===== src/rtl/instr_feeder_if.sv =====
// Instruction-side bus between program ROM, instr_feeder and the processor.
// The master modport is the feeder; the slave modport is the ROM/processor/host side.
interface instr_feeder_if #(
  parameter int ADDR_W = 5
);
  logic              start;
  logic [ADDR_W-1:0] mem_addr;
  logic [8:0]        mem_data;
  logic [8:0]        din;
  logic              run;
  logic              done;
  logic              busy;
  logic              halted;
  logic              error;
  logic [ADDR_W-1:0] pc;

  modport master (
    input  start, mem_data, done,
    output mem_addr, din, run, busy, halted, error, pc
  );

  modport slave (
    output start, mem_data, done,
    input  mem_addr, din, run, busy, halted, error, pc
  );
endinterface


===== src/rtl/instr_feeder.sv =====
// Fetches instructions (plus the mvi immediate) from a synchronous ROM and
// hands them to the processor one at a time, with a Run pulse and a Done watchdog.
module instr_feeder #(
  parameter int ADDR_W   = 5,
  parameter int PROG_LEN = 32,
  parameter int TIMEOUT  = 16
) (
  input  logic           clk,
  input  logic           rst_n,
  instr_feeder_if.master bus
);

  // One extra PC bit so PC can sit at PROG_LEN even when PROG_LEN == 2^ADDR_W.
  localparam int PC_W = ADDR_W + 1;
  localparam int WD_W = (TIMEOUT > 2) ? $clog2(TIMEOUT) : 1;
  localparam logic [PC_W-1:0] PC_LAST  = PC_W'(PROG_LEN - 1);
  localparam logic [PC_W-1:0] PC_END   = PC_W'(PROG_LEN);
  localparam logic [PC_W-1:0] PC_MAX   = PC_W'((1 << ADDR_W) - 1);
  localparam logic [WD_W-1:0] WD_LIMIT = WD_W'(TIMEOUT - 1);
  localparam logic [2:0]      OP_MVI   = 3'b001;
  localparam logic [2:0]      OP_HALT  = 3'b111;

  typedef enum logic [3:0] {
    S_IDLE,
    S_F_REQ,
    S_F_CAP,
    S_I_REQ,
    S_I_CAP,
    S_ISSUE,
    S_WAIT,
    S_HALT,
    S_ERROR
  } state_t;

  state_t            state, state_next;
  logic [PC_W-1:0]   pc_cnt, pc_next, pc_inc;
  logic [ADDR_W-1:0] mem_addr_q, addr_next;
  logic [8:0]        din_q, din_next;
  logic [8:0]        ir_buf, ir_next;
  logic [8:0]        imm_buf, imm_next;
  logic [WD_W-1:0]   wd, wd_next;
  logic [8:0]        hold_word;

  assign pc_inc    = (pc_cnt == PC_END) ? pc_cnt : pc_cnt + 1'b1;
  assign hold_word = (ir_buf[2:0] == OP_MVI) ? imm_buf : 9'd0;

  always_ff @(posedge clk or negedge rst_n) begin
    if (!rst_n) begin
      state      <= S_IDLE;
      pc_cnt     <= '0;
      mem_addr_q <= '0;
      din_q      <= '0;
      ir_buf     <= '0;
      imm_buf    <= '0;
      wd         <= '0;
    end else begin
      state      <= state_next;
      pc_cnt     <= pc_next;
      mem_addr_q <= addr_next;
      din_q      <= din_next;
      ir_buf     <= ir_next;
      imm_buf    <= imm_next;
      wd         <= wd_next;
    end
  end

  // DIN is computed for the state being entered, so it is valid for the whole cycle.
  always_comb begin
    state_next = state;
    pc_next    = pc_cnt;
    addr_next  = mem_addr_q;
    ir_next    = ir_buf;
    imm_next   = imm_buf;
    wd_next    = wd;
    din_next   = 9'd0;
    case (state)
      S_IDLE, S_HALT, S_ERROR: begin
        if (bus.start) begin
          state_next = S_F_REQ;
          pc_next    = '0;
          addr_next  = '0;
        end
      end
      S_F_REQ: state_next = S_F_CAP;
      S_F_CAP: begin
        ir_next = bus.mem_data;
        pc_next = pc_inc;
        if (bus.mem_data[2:0] == OP_HALT) begin
          state_next = S_HALT;
        end else if (bus.mem_data[2:0] == OP_MVI && pc_cnt == PC_LAST) begin
          state_next = S_ERROR;
        end else if (bus.mem_data[2:0] == OP_MVI) begin
          state_next = S_I_REQ;
          addr_next  = pc_inc[ADDR_W-1:0];
        end else begin
          state_next = S_ISSUE;
          din_next   = bus.mem_data;
        end
      end
      S_I_REQ: state_next = S_I_CAP;
      S_I_CAP: begin
        imm_next   = bus.mem_data;
        pc_next    = pc_inc;
        state_next = S_ISSUE;
        din_next   = ir_buf;
      end
      S_ISSUE: begin
        wd_next    = '0;
        state_next = S_WAIT;
        din_next   = hold_word;
      end
      S_WAIT: begin
        if (bus.done) begin
          if (pc_cnt == PC_END) begin
            state_next = S_HALT;
          end else begin
            state_next = S_F_REQ;
            addr_next  = pc_cnt[ADDR_W-1:0];
          end
        end else if (wd == WD_LIMIT) begin
          state_next = S_ERROR;
        end else begin
          wd_next  = wd + 1'b1;
          din_next = hold_word;
        end
      end
      default: state_next = S_IDLE;
    endcase
  end

  assign bus.mem_addr = mem_addr_q;
  assign bus.din      = din_q;
  assign bus.run      = (state == S_ISSUE);
  assign bus.busy     = !(state == S_IDLE || state == S_HALT || state == S_ERROR);
  assign bus.halted   = (state == S_HALT);
  assign bus.error    = (state == S_ERROR);
  assign bus.pc       = (pc_cnt > PC_MAX) ? {ADDR_W{1'b1}} : pc_cnt[ADDR_W-1:0];

endmodule


===== src/flat_wrapper.sv =====
// flat-port wrapper written by rule: the top's interface ports become plain ports
module instr_feeder_flat 
#(
  parameter int ADDR_W   = 5,
  parameter int PROG_LEN = 32,
  parameter int TIMEOUT  = 16
)
  (clk, rst_n, bus_start, bus_mem_data, bus_done, bus_mem_addr, bus_din, bus_run, bus_busy, bus_halted, bus_error, bus_pc);
  instr_feeder_if #(.ADDR_W(ADDR_W)) bus_i ();
  input  logic clk;
  input  logic rst_n;
  input wire logic [$bits(bus_i.start)-1:0] bus_start;
  input wire logic [$bits(bus_i.mem_data)-1:0] bus_mem_data;
  input wire logic [$bits(bus_i.done)-1:0] bus_done;
  output wire logic [$bits(bus_i.mem_addr)-1:0] bus_mem_addr;
  output wire logic [$bits(bus_i.din)-1:0] bus_din;
  output wire logic [$bits(bus_i.run)-1:0] bus_run;
  output wire logic [$bits(bus_i.busy)-1:0] bus_busy;
  output wire logic [$bits(bus_i.halted)-1:0] bus_halted;
  output wire logic [$bits(bus_i.error)-1:0] bus_error;
  output wire logic [$bits(bus_i.pc)-1:0] bus_pc;
  assign bus_i.start = bus_start;
  assign bus_i.mem_data = bus_mem_data;
  assign bus_i.done = bus_done;
  assign bus_mem_addr = bus_i.mem_addr;
  assign bus_din = bus_i.din;
  assign bus_run = bus_i.run;
  assign bus_busy = bus_i.busy;
  assign bus_halted = bus_i.halted;
  assign bus_error = bus_i.error;
  assign bus_pc = bus_i.pc;
  instr_feeder #(.ADDR_W(ADDR_W), .PROG_LEN(PROG_LEN), .TIMEOUT(TIMEOUT)) u_core (.clk(clk), .rst_n(rst_n), .bus(bus_i));
endmodule

===== config.mk =====
export PLATFORM = sky130hd
export DESIGN_NAME = instr_feeder_flat
export DESIGN_NICKNAME = d
export VERILOG_FILES = /design/src/rtl/instr_feeder_if.sv /design/src/rtl/instr_feeder.sv /design/src/flat_wrapper.sv
export SDC_FILE = /design/constraint.sdc
export NUM_CORES = 1
export LEC_CHECK = 0
export ABC_CLOCK_PERIOD_IN_PS = 2400
export CAP_MARGIN = 10
export CORE_ASPECT_RATIO = 2
export CORE_MARGIN = 1
export CORE_UTILIZATION = 54
export DETAILED_ROUTE_END_ITERATION = 16
export PLACE_DENSITY = 0.79
export SETUP_SLACK_MARGIN = 0.1
export SLEW_MARGIN = 20
export SYNTH_ARGS = -nofsm -noshare
export SYNTH_HDL_FRONTEND = slang
export SYNTH_SLANG_ARGS = --single-unit
export TNS_END_PERCENT = 1

===== constraint.sdc =====
create_clock -name clk -period 2.4 [get_ports clk]
set_input_delay 0.48 -clock clk [delete_from_list [all_inputs] [get_ports clk]]
set_output_delay 0.48 -clock clk [all_outputs]
set_load 0.02 [all_outputs]

### Yosys cells after proc, flatten, opt, wreduce, memory -nomap -nowiden

Index checks and enable logic that the tools add are counted.
Widths: inputs -> output; s select.

* $add $sub $neg: 2
* $lt $le $gt $ge: 1
* reductions and logical operators: 15
* equality and inequality tests: 24
* mux-type cells: 29

Operators by type and width (number)
* $mux 9: 6
* $pmux 9 s4: 1
* $mux 5: 7
* $mux 4: 7
* $pmux 4 s7: 1
* $eq 4x3->1 const B: 4
* $ne 2x2->1 const B: 8
* $pmux 5 s3: 1
* $mux 6: 2
* $pmux 6 s2: 1
* $eq 4x2->1 const B: 2
* $eq 4x4->1 const B: 2
* $pmux 4 s2: 1
* $reduce_and 7->1: 1
* $add 6x1->6 const B: 1
* $eq 3x1->1 const B: 2
* $eq 6x5->1 const B: 1
* $eq 6x6->1 const B: 1
* $gt 6x5->1 const B: 1
* $mux 3: 2
* $reduce_and 3->1: 2
* $add 4x1->4 const B: 1
* $eq 4x1->1 const B: 1
* $logic_not 4->1: 1
* 11 further kinds: 14

* flip-flop bits (word level): 46

### Logic depth before layout (Yosys ltp)

Gate-level depths: netlist of run 1.

* word-level depth: 6
* depth in mapped cells: 7
* depth with buffers taken out: 6

### Worst setup path after synthesis of run 1

Ideal clock, no wire load.

* path type: input port to flip-flop
* from: input bus_mem_data[1]
* to: register u_core.mem_addr_q[0] (netlist: u_core.bus.mem_addr[0])
* data arrival time: 1713 ps
* path slack: 560 ps
* path buffers: 1
* required time: 2272 ps
* stages: 5
* path through: clkbuf_1 or3b_1 a21oi_1 o221ai_4 mux2_1

* longest elaborated chain between the ends: 4

Ends and longest elaborated chain
* start, declared: line flat_wrapper.sv:13 `input wire logic [$bits(bus_i.mem_data)-1:0] bus_mem_data;`
* $eq 3x1->1: line instr_feeder.sv:90, instr_feeder.sv:92
* $logic_and 1x1->1: line instr_feeder.sv:90 `end else if (bus.mem_data[2:0] == OP_MVI && pc_cnt == PC_LAST) begin`
* $ne 2x2->1 (no line)
* $reduce_and 7->1 (no line) (*)
* end signal, assigned: line instr_feeder.sv:59 `mem_addr_q <= addr_next;`
* end, declared: line instr_feeder.sv:37 `logic [ADDR_W-1:0] mem_addr_q, addr_next;`

Every way passes the cells marked *; elsewhere a longest branch is shown, timed or not.
A chain may end at the register's enable or synchronous reset.

### Final worst setup path of run 1

* from: register u_core.state[2]
* to: output bus_halted

* longest elaborated chain between the ends: 1

Ends and longest elaborated chain
* start, declared: line instr_feeder.sv:35 `state_t state, state_next;`
* start signal, assigned: line instr_feeder.sv:57 `state <= state_next;`
* $eq 4x3->1: line instr_feeder.sv:135 `assign bus.halted = (state == S_HALT);`
* end, declared: line flat_wrapper.sv:19 `output wire logic [$bits(bus_i.halted)-1:0] bus_halted;`

No other way between the ends.

==> metrics.md, run 1 <==
| Metric | Value |
|---|---|
| Total clock sinks | `46` |
| Vias in the first global route | `2,118` |
| Max Cap Viol | `0` |
| Clock Path Buffers | `2` |
| Vias per cell | `5.897` |
| Post-synth cell types | `56` |
| Die W | `50.40 um` |
| Post-synth EDFFs | `0` |
| Gpl congestion | `0.8811` |
| CP Capture Type | `primary output` |
| Sequential-to-total area share from yosys stat | `0.4550` |
| Hold WS | `0.06582 ns` |
| Starting Density | `0.5718` |
| Number of CTS-inserted buffers | `5` |
| P_leak | `0.001516 uW` |
| Gr ovfl total | `0` |
| Status | `finished clean` |
| FP Rows | `34` |
| Pin count of the biggest net entering global routing | `21` |
| Cell count after synthesis | `260` |
| Multi-input logic area | `1260 um2` |
| P&R area growth vs syn | `22.01%` |
| Worst slew pin tran | `0.6395 ns` |
| Die height | `98.80 um` |
| Worst-path clk slew | `0.08 ns` |
| Core area | `4424 um2` |
| F_max | `0.4464 GHz` |
| First-pass GRT wire length | `9873 um` |
| Slew Viols, Final | `0` |
| Peak fanout along the critical path | `9` |
| TritonCTS clock tree | `done` |
| # IOs | `36` |
| Initial antenna violation count | `0` |
| Worst skew pair latency | `0.30 ns` |
| PwrDens | `1201 nW/um2` |
| Cell area after synthesis | `2530 um2` |
| Final hold viol count | `0` |
| Internal | `2188 uW` |
| Cts hold-fix bufs | `0` |
| Storage cell area | `1154 um2` |
| Startpoint type of the worst setup path | `flop` |
| Max-slew headroom | `0.5718` |
| DRT antenna net count | `0` |
| Number of synthesis warnings | `0` |
| WL per Instance | `16.18 um` |
| Tot Pwr | `3709 uW` |
| Avg Inst Size Synth | `9.730 um2` |
| Final min period | `2.240 ns` |
| Drt first pass iters | `4` |
| Root Driver | `clkbuf_8` |
| HP Class | `in -> async` |
| Async SR Flop Fraction | `1.000` |
| DRT Wirelength | `5792 um` |
| WS Path Type | `reg -> out` |
| Clk pwr share | `0.133` |
| Die ar. | `4980 um2` |
| # DRC | `0` |
| Final nets | `319` |
| Layout cells sized above 1 | `0.1546` |
| First DRT Iteration DRCs | `67` |
| RSZ-0062 raised after global routing | `true` |
| WP data required | `1.92 ns` |
| Vias post-DR | `2,111` |
| Logic gate share of total power | `0.503` |
| Sw frac | `0.4101` |
| Total Routing Usage GR | `0.2588` |
| Synth area leaders | `dfrtp_1, nand2_1, a22o_1` |
| DPL Wire Length | `4327 um` |
| Sequential share of power | `0.364` |
| Setup Skew | `0.005262 ns` |
| Crit path DAT | `1.76 ns` |
| Top-area cell type share of the netlist area | `0.4550` |
| N_diodes | `0` |
| Syn nets | `276` |
| Post-synth top flop | `dfrtp_1` |
| Post-synthesis register bit count | `46` |
| # port buffers | `35` |
| Synth area leader | `dfrtp_1` |
| Final Cycle Share | `0.9334` |
| P_sw | `1521 uW` |
| Layout fillers | `359` |
| CTS H-tree depth | `2` |
| Post-route setup TNS | `0 ns` |
| Setup violators final | `0` |
| Worst vdd ir | `744.9 uV` |
registers in the layout, indices dropped and copies added (netlist names):
register,flops
u_core.wd,4
u_core.bus.mem_addr,5
u_core.pc_cnt,6
u_core.state,4
u_core.ir_buf,9
u_core.bus.din,9
u_core.imm_buf,9
cells by family (layout without fill, tap and decap cells):
kind of cell,after synthesis,count (layout),synth area share
AO/OA/AOI/OAI,55,55,0.1701
XOR/XNOR,5,5,0.01731
adder cells (fa/ha/maj),3,3,0.01484
buffers and inverters,24,68,0.04896
flip-flops,46,46,0.4550
multiplexers,10,10,0.04302
AND/OR/NAND/NOR,117,117,0.2508
power by group through the flow:
| stage | clock (uW) | sequential (uW) | combinational (uW) |
|---|---|---|---|
| floorplan | 0 | 1350 | 1220 |
| global placement | 0 | 1340 | 1820 |
| detailed placement | 0 | 1360 | 1860 |
| CTS | 503 | 1340 | 1860 |
| global route | 533 | 1390 | 2040 |
| finish | 494 | 1350 | 1860 |
routing by layer:
layer	global-route usage	wire length, um
met5	0	0
met4	0.1239	121
met3	0.02778	175
met2	0.4574	3301
met1	0.3020	2193
timing repair:
item,CTS,global route
resized for setup,2,4
buffers inserted,0,0
setup endpoints to repair,3,2
cell usage in the layout (no fill, tap or decap), types with 7 or more instances in the layout:
cell             instances
nor2_1                   7
inv_1                    7
dfrtp_1                 44
buf_4                   18
clkdlybuf4s50_1         31
o21ai_0                 11
a22o_1                   8
nand2_1                 62
cells in the mapped netlist, types with 6 or more instances:
master,number
nand2_1,62
dfrtp_1,46
o21ai_0,11
buf_2,9
a22o_1,8
inv_1,7
nor2_1,7
a21o_1,6
and3_1,6
nand3_1,6
per-stage QoR:
stage,instances,setup slack (ns),cell area [um2],util
detailed placement,350,0.1411,2980,0.6736
finish,358,0.1599,3087,0.6977
global route,358,0.09075,3087,0.6977
CTS,358,0.05230,3075,0.6951
floorplan,260,0.5599,2530,-
global placement,350,0.1905,2980,0.6736
layout make-up:
class,instances,area share
Multi-Input combinational cell,190,0.4082
Sequential cell,46,0.3737
Timing Repair Buffer,53,0.1569
Clock buffer,6,0.02675
Tap cell,54,0.02189
Inverter,7,0.008512
Clock inverter,2,0.004054
final timing paths:
kind,from,endpoint,slack (ns),cells after the start
worst max-delay path,u_core.state[2],bus_halted,0.16,2
worst max register to register,u_core.state[2],u_core.bus.mem_addr[1],0.28,3
max in group asynchronous,rst_n,u_core.bus.mem_addr[1],1.77,2
min in group clk,u_core.imm_buf[7],u_core.imm_buf[7],0.48,2
worst min register to register,u_core.imm_buf[7],u_core.imm_buf[7],0.48,2
worst min-delay path,rst_n,u_core.wd[1],0.07,1
worst max-delay path: stages (launching register included):
cell             delay, ns
dfrtp_1               0.55
and4b_1               0.29
clkdlybuf4s50_1       0.62
No activity file was read; power rests on OpenSTA's default activity.
==> run 2: changes to the inputs <==
--- a/config.mk
+++ b/config.mk
@@ -5,7 +5,7 @@
 export SDC_FILE = /design/constraint.sdc
 export NUM_CORES = 1
 export LEC_CHECK = 0
-export ABC_CLOCK_PERIOD_IN_PS = 2400
+export ABC_CLOCK_PERIOD_IN_PS = 2250
 export CAP_MARGIN = 10
 export CORE_ASPECT_RATIO = 2
 export CORE_MARGIN = 1
==> constraint.sdc (replaced) <==
create_clock -name clk -period 2.25 [get_ports clk]
set_input_delay 0.45 -clock clk [delete_from_list [all_inputs] [get_ports clk]]
set_output_delay 0.45 -clock clk [all_outputs]
set_load 0.02 [all_outputs]
==> run 2 against run 1 <==
Power is 6.7% higher. Die area unchanged. Via count shrank 0.14%. Non-clock buffer count is 3 higher. Sequential cell count unchanged. Register-to-register slack got worse by 0.08 ns. First-iteration DRC count down 19%. Combinational power up 9.7%. Final area rose by 0.45%. Critical path depth unchanged.
==> metrics.md, run 2 (synthesis results as in run 1) <==
| Metric | Value |
|---|---|
| Status | `finished clean` |
| Core area | `4424 um2 (unchanged)` |
| # IOs | `36 (unchanged)` |
| CP Capture Type | `primary output` |
| WP data required | `1.80 ns (-0.12 ns)` |
| Most common cell after layout, fill and taps aside | `nand2_1` |
| Setup Skew | `0.003997 ns (-0.001265 ns)` |
| Root Driver | `clkbuf_8` |
| Die W | `50.40 um (unchanged)` |
| Internal | `2325 uW (+6.3%)` |
| PwrDens | `1277 nW/um2 (+6.3%)` |
| Worst vdd ir | `753.4 uV (+1.1%)` |
| Cts hold-fix bufs | `0 (unchanged)` |
| Die height | `98.80 um (unchanged)` |
| # port buffers | `35 (unchanged)` |
| TritonCTS clock tree | `done` |
| WL met1 | `2206 um (+0.59%)` |
| Post-CTS setup-driven buffer insertion count | `0 (unchanged)` |
| Worst skew pair latency | `0.30 ns (about the same)` |
| P&R area growth vs syn | `22.55%` |
| Worst-path clk slew | `0.08 ns (about the same)` |
| Initial antenna violation count | `0 (unchanged)` |
| Post-route setup TNS | `0 ns (unchanged)` |
| Tot Pwr | `3959 uW (+6.7%)` |
| DPL Wire Length | `4318 um (-0.22%)` |
| DRT antenna net count | `0 (unchanged)` |
| Sw frac | `0.4128 (+0.002728)` |
| Starting Density | `0.5718 (unchanged)` |
| FP Rows | `34 (unchanged)` |
| Max Cap Viol | `0 (unchanged)` |
| Vias per cell | `5.856 (-0.70%)` |
| Vias post-DR | `2,108 (-0.14%)` |
| CTS H-tree depth | `2 (unchanged)` |
| Post-place setup slack | `0.01376 ns (-0.1273 ns)` |
| Clk pwr share | `0.124 (-0.009)` |
| RSZ-0062 raised after global routing | `true` |
| Final hold viol count | `0 (unchanged)` |
| Worst setup margin | `0.1409 ns (-0.01906 ns)` |
| P_leak | `0.001510 uW (-0.40%)` |
| Clock Path Buffers | `2 (unchanged)` |
| Crit path DAT | `1.66 ns (-0.10 ns)` |
| Startpoint type of the worst setup path | `flop` |
| First-pass GRT wire length | `9942 um (+0.70%)` |
| Gr ovfl total | `0 (unchanged)` |
| Layout cells sized above 1 | `0.1601 (+0.005525)` |
| Logic gate share of total power | `0.514 (+0.011)` |
| Setup violators final | `0 (unchanged)` |
| HP Class | `in -> async` |
| CP bufs+invs | `1 (unchanged)` |
| DRT Wirelength | `5813 um (+0.36%)` |
| Met2 routed WL | `3286 um (-0.45%)` |
| Sequential share of power | `0.362 (-0.002)` |
| WL per Instance | `16.15 um (-0.20%)` |
| Max-slew headroom | `0.6084 (+0.03657)` |
| Critical path cell sequence | `and4b_1, clkdlybuf4s50_1` |
| Top delay family on crit path | `buffers and inverters` |
| Crit path largest cell delay | `0.62 ns (about the same)` |
| WS Path Type | `reg -> out` |
| N_diodes | `0 (unchanged)` |
| Peak fanout along the critical path | `7 (-2)` |
| First DRT Iteration DRCs | `54 (-19%)` |
| Max Used Layer | `met4` |
| P_sw | `1634 uW (+7.5%)` |
| Metal3 WL | `163 um (-6.9%)` |
| Vias in the first global route | `2,173 (+2.6%)` |
| Number of CTS-inserted buffers | `5 (unchanged)` |
| R2R Path Start | `u_core.state[2]` |
| Drt first pass iters | `5 (+1)` |
| Gpl congestion | `0.9007 (+2.2%)` |
| F_max | `0.4741 GHz` |
| Worst slew pin tran | `0.5874 ns (-0.05215 ns)` |
| Final nets | `322 (+0.94%)` |
| # DRC | `0 (unchanged)` |
| Slowest cell on the critical path | `clkdlybuf4s50_1` |
| Pin count of the biggest net entering global routing | `47 (+120%)` |
| Total Routing Usage GR | `0.2628 (+0.004029)` |
| Origin of the worst setup path | `u_core.state[1]` |
| Slew Viols, Final | `0 (unchanged)` |
| Total clock sinks | `46 (unchanged)` |
| Die ar. | `4980 um2 (unchanged)` |
| Most frequent cells in the layout | `nand2_1, dfrtp_1, clkdlybuf4s50_1, buf_4, o21ai_0` |
| Final Cycle Share | `0.9374` |
| Final min period | `2.109 ns` |
==> run 2: cell types whose count changed in the layout (fill, tap and decap cells not counted), sizes merged <==
cell and delta:
clkbuf -1, clkinvlp +1, buf +3, dlygate4sd2 +1
clkinv -1, dlymetal6s2s -1
==> run 2: power groups by stage <==
stage               Sequential (uW)  Combinational (uW)  Clock, uW
CTS                            1420                2040        502
global route                   1470                2220        530
global placement               1410                1990          0
detailed placement             1430                2040          0
finish                         1430                2040        489
floorplan                      1450                1300          0
==> run 2: final timing paths <==
check / cells after the start / end / slack (ns)
max: 2 / bus_halted / 0.14
min: 2 / u_core.wd[2] / 0.22
max reg2reg: 5 / u_core.state[3] / 0.20
min reg2reg: 2 / u_core.ir_buf[5] / 0.48
max in group asynchronous: 2 / u_core.state[1] / 1.61
min in group clk: 2 / u_core.ir_buf[5] / 0.48
==> run 2: per-layer routing <==
layer | global-route usage | up-vias
met2 | 0.4810 | 53
met3 | 0.03241 | 12
met5 | 0 | -
met4 | 0.1068 | 0
met1 | 0.2966 | 1038
li1 | - | 1005
==> run 2: repair_timing <==
action	CTS	global route
endpoints found under the hold margin	0	0
pin swaps	0	0
resized for setup	5	2
setup endpoints to repair	3	4
==> run 2: stage by stage <==
| stage | util | area (um2) | std cells | hold WS (ns) |
|---|---|---|---|---|
| 3_5_place_dp | 0.6787 | 3003 | 353 | 0.4629 |
| 3_3_place_gp | 0.6787 | 3003 | 353 | 0.4579 |
| 2_1_floorplan | - | 2530 | 260 | 0.1544 |
| 6_report | 0.7008 | 3100 | 360 | 0.2168 |
| 4_1_cts | 0.6988 | 3092 | 360 | 0.2518 |
| 5_1_grt | 0.7008 | 3100 | 360 | 0.2719 |
==> run 2: area by class of cell <==
| type | count | area, um2 |
|---|---|---|
| timing repair buffer | 56 | 503.0 |
| clock buffer | 5 | 68.82 |
| sequential | 46 | 1154 |
| inverter | 7 | 26.28 |
| clock inverter | 2 | 15.01 |
| multi-input combinational | 190 | 1266 |
| fill | 348 | 1324 |
| tap | 54 | 67.56 |
==> run 3: changes to the inputs <==
--- a/config.mk
+++ b/config.mk
@@ -11,6 +11,7 @@
 export CORE_MARGIN = 1
 export CORE_UTILIZATION = 54
 export DETAILED_ROUTE_END_ITERATION = 16
+export MAX_ROUTING_LAYER = met4
 export PLACE_DENSITY = 0.79
 export SETUP_SLACK_MARGIN = 0.1
 export SLEW_MARGIN = 20
==> results of run 3 <==
The final DEF is identical to that of run 2; final timing and power are the same.
Among the figures that moved: final weighted congestion in routability-driven placement 0.9007 -> 0.9160; wire length of the first global-routing pass 9942 um -> 9936 um; via count of the first global-routing pass 2173 -> 2177; overall routing resource usage 0.2628 -> 0.2705; met1 usage 0.2966 -> 0.2956; met2 usage 0.4810 -> 0.4821
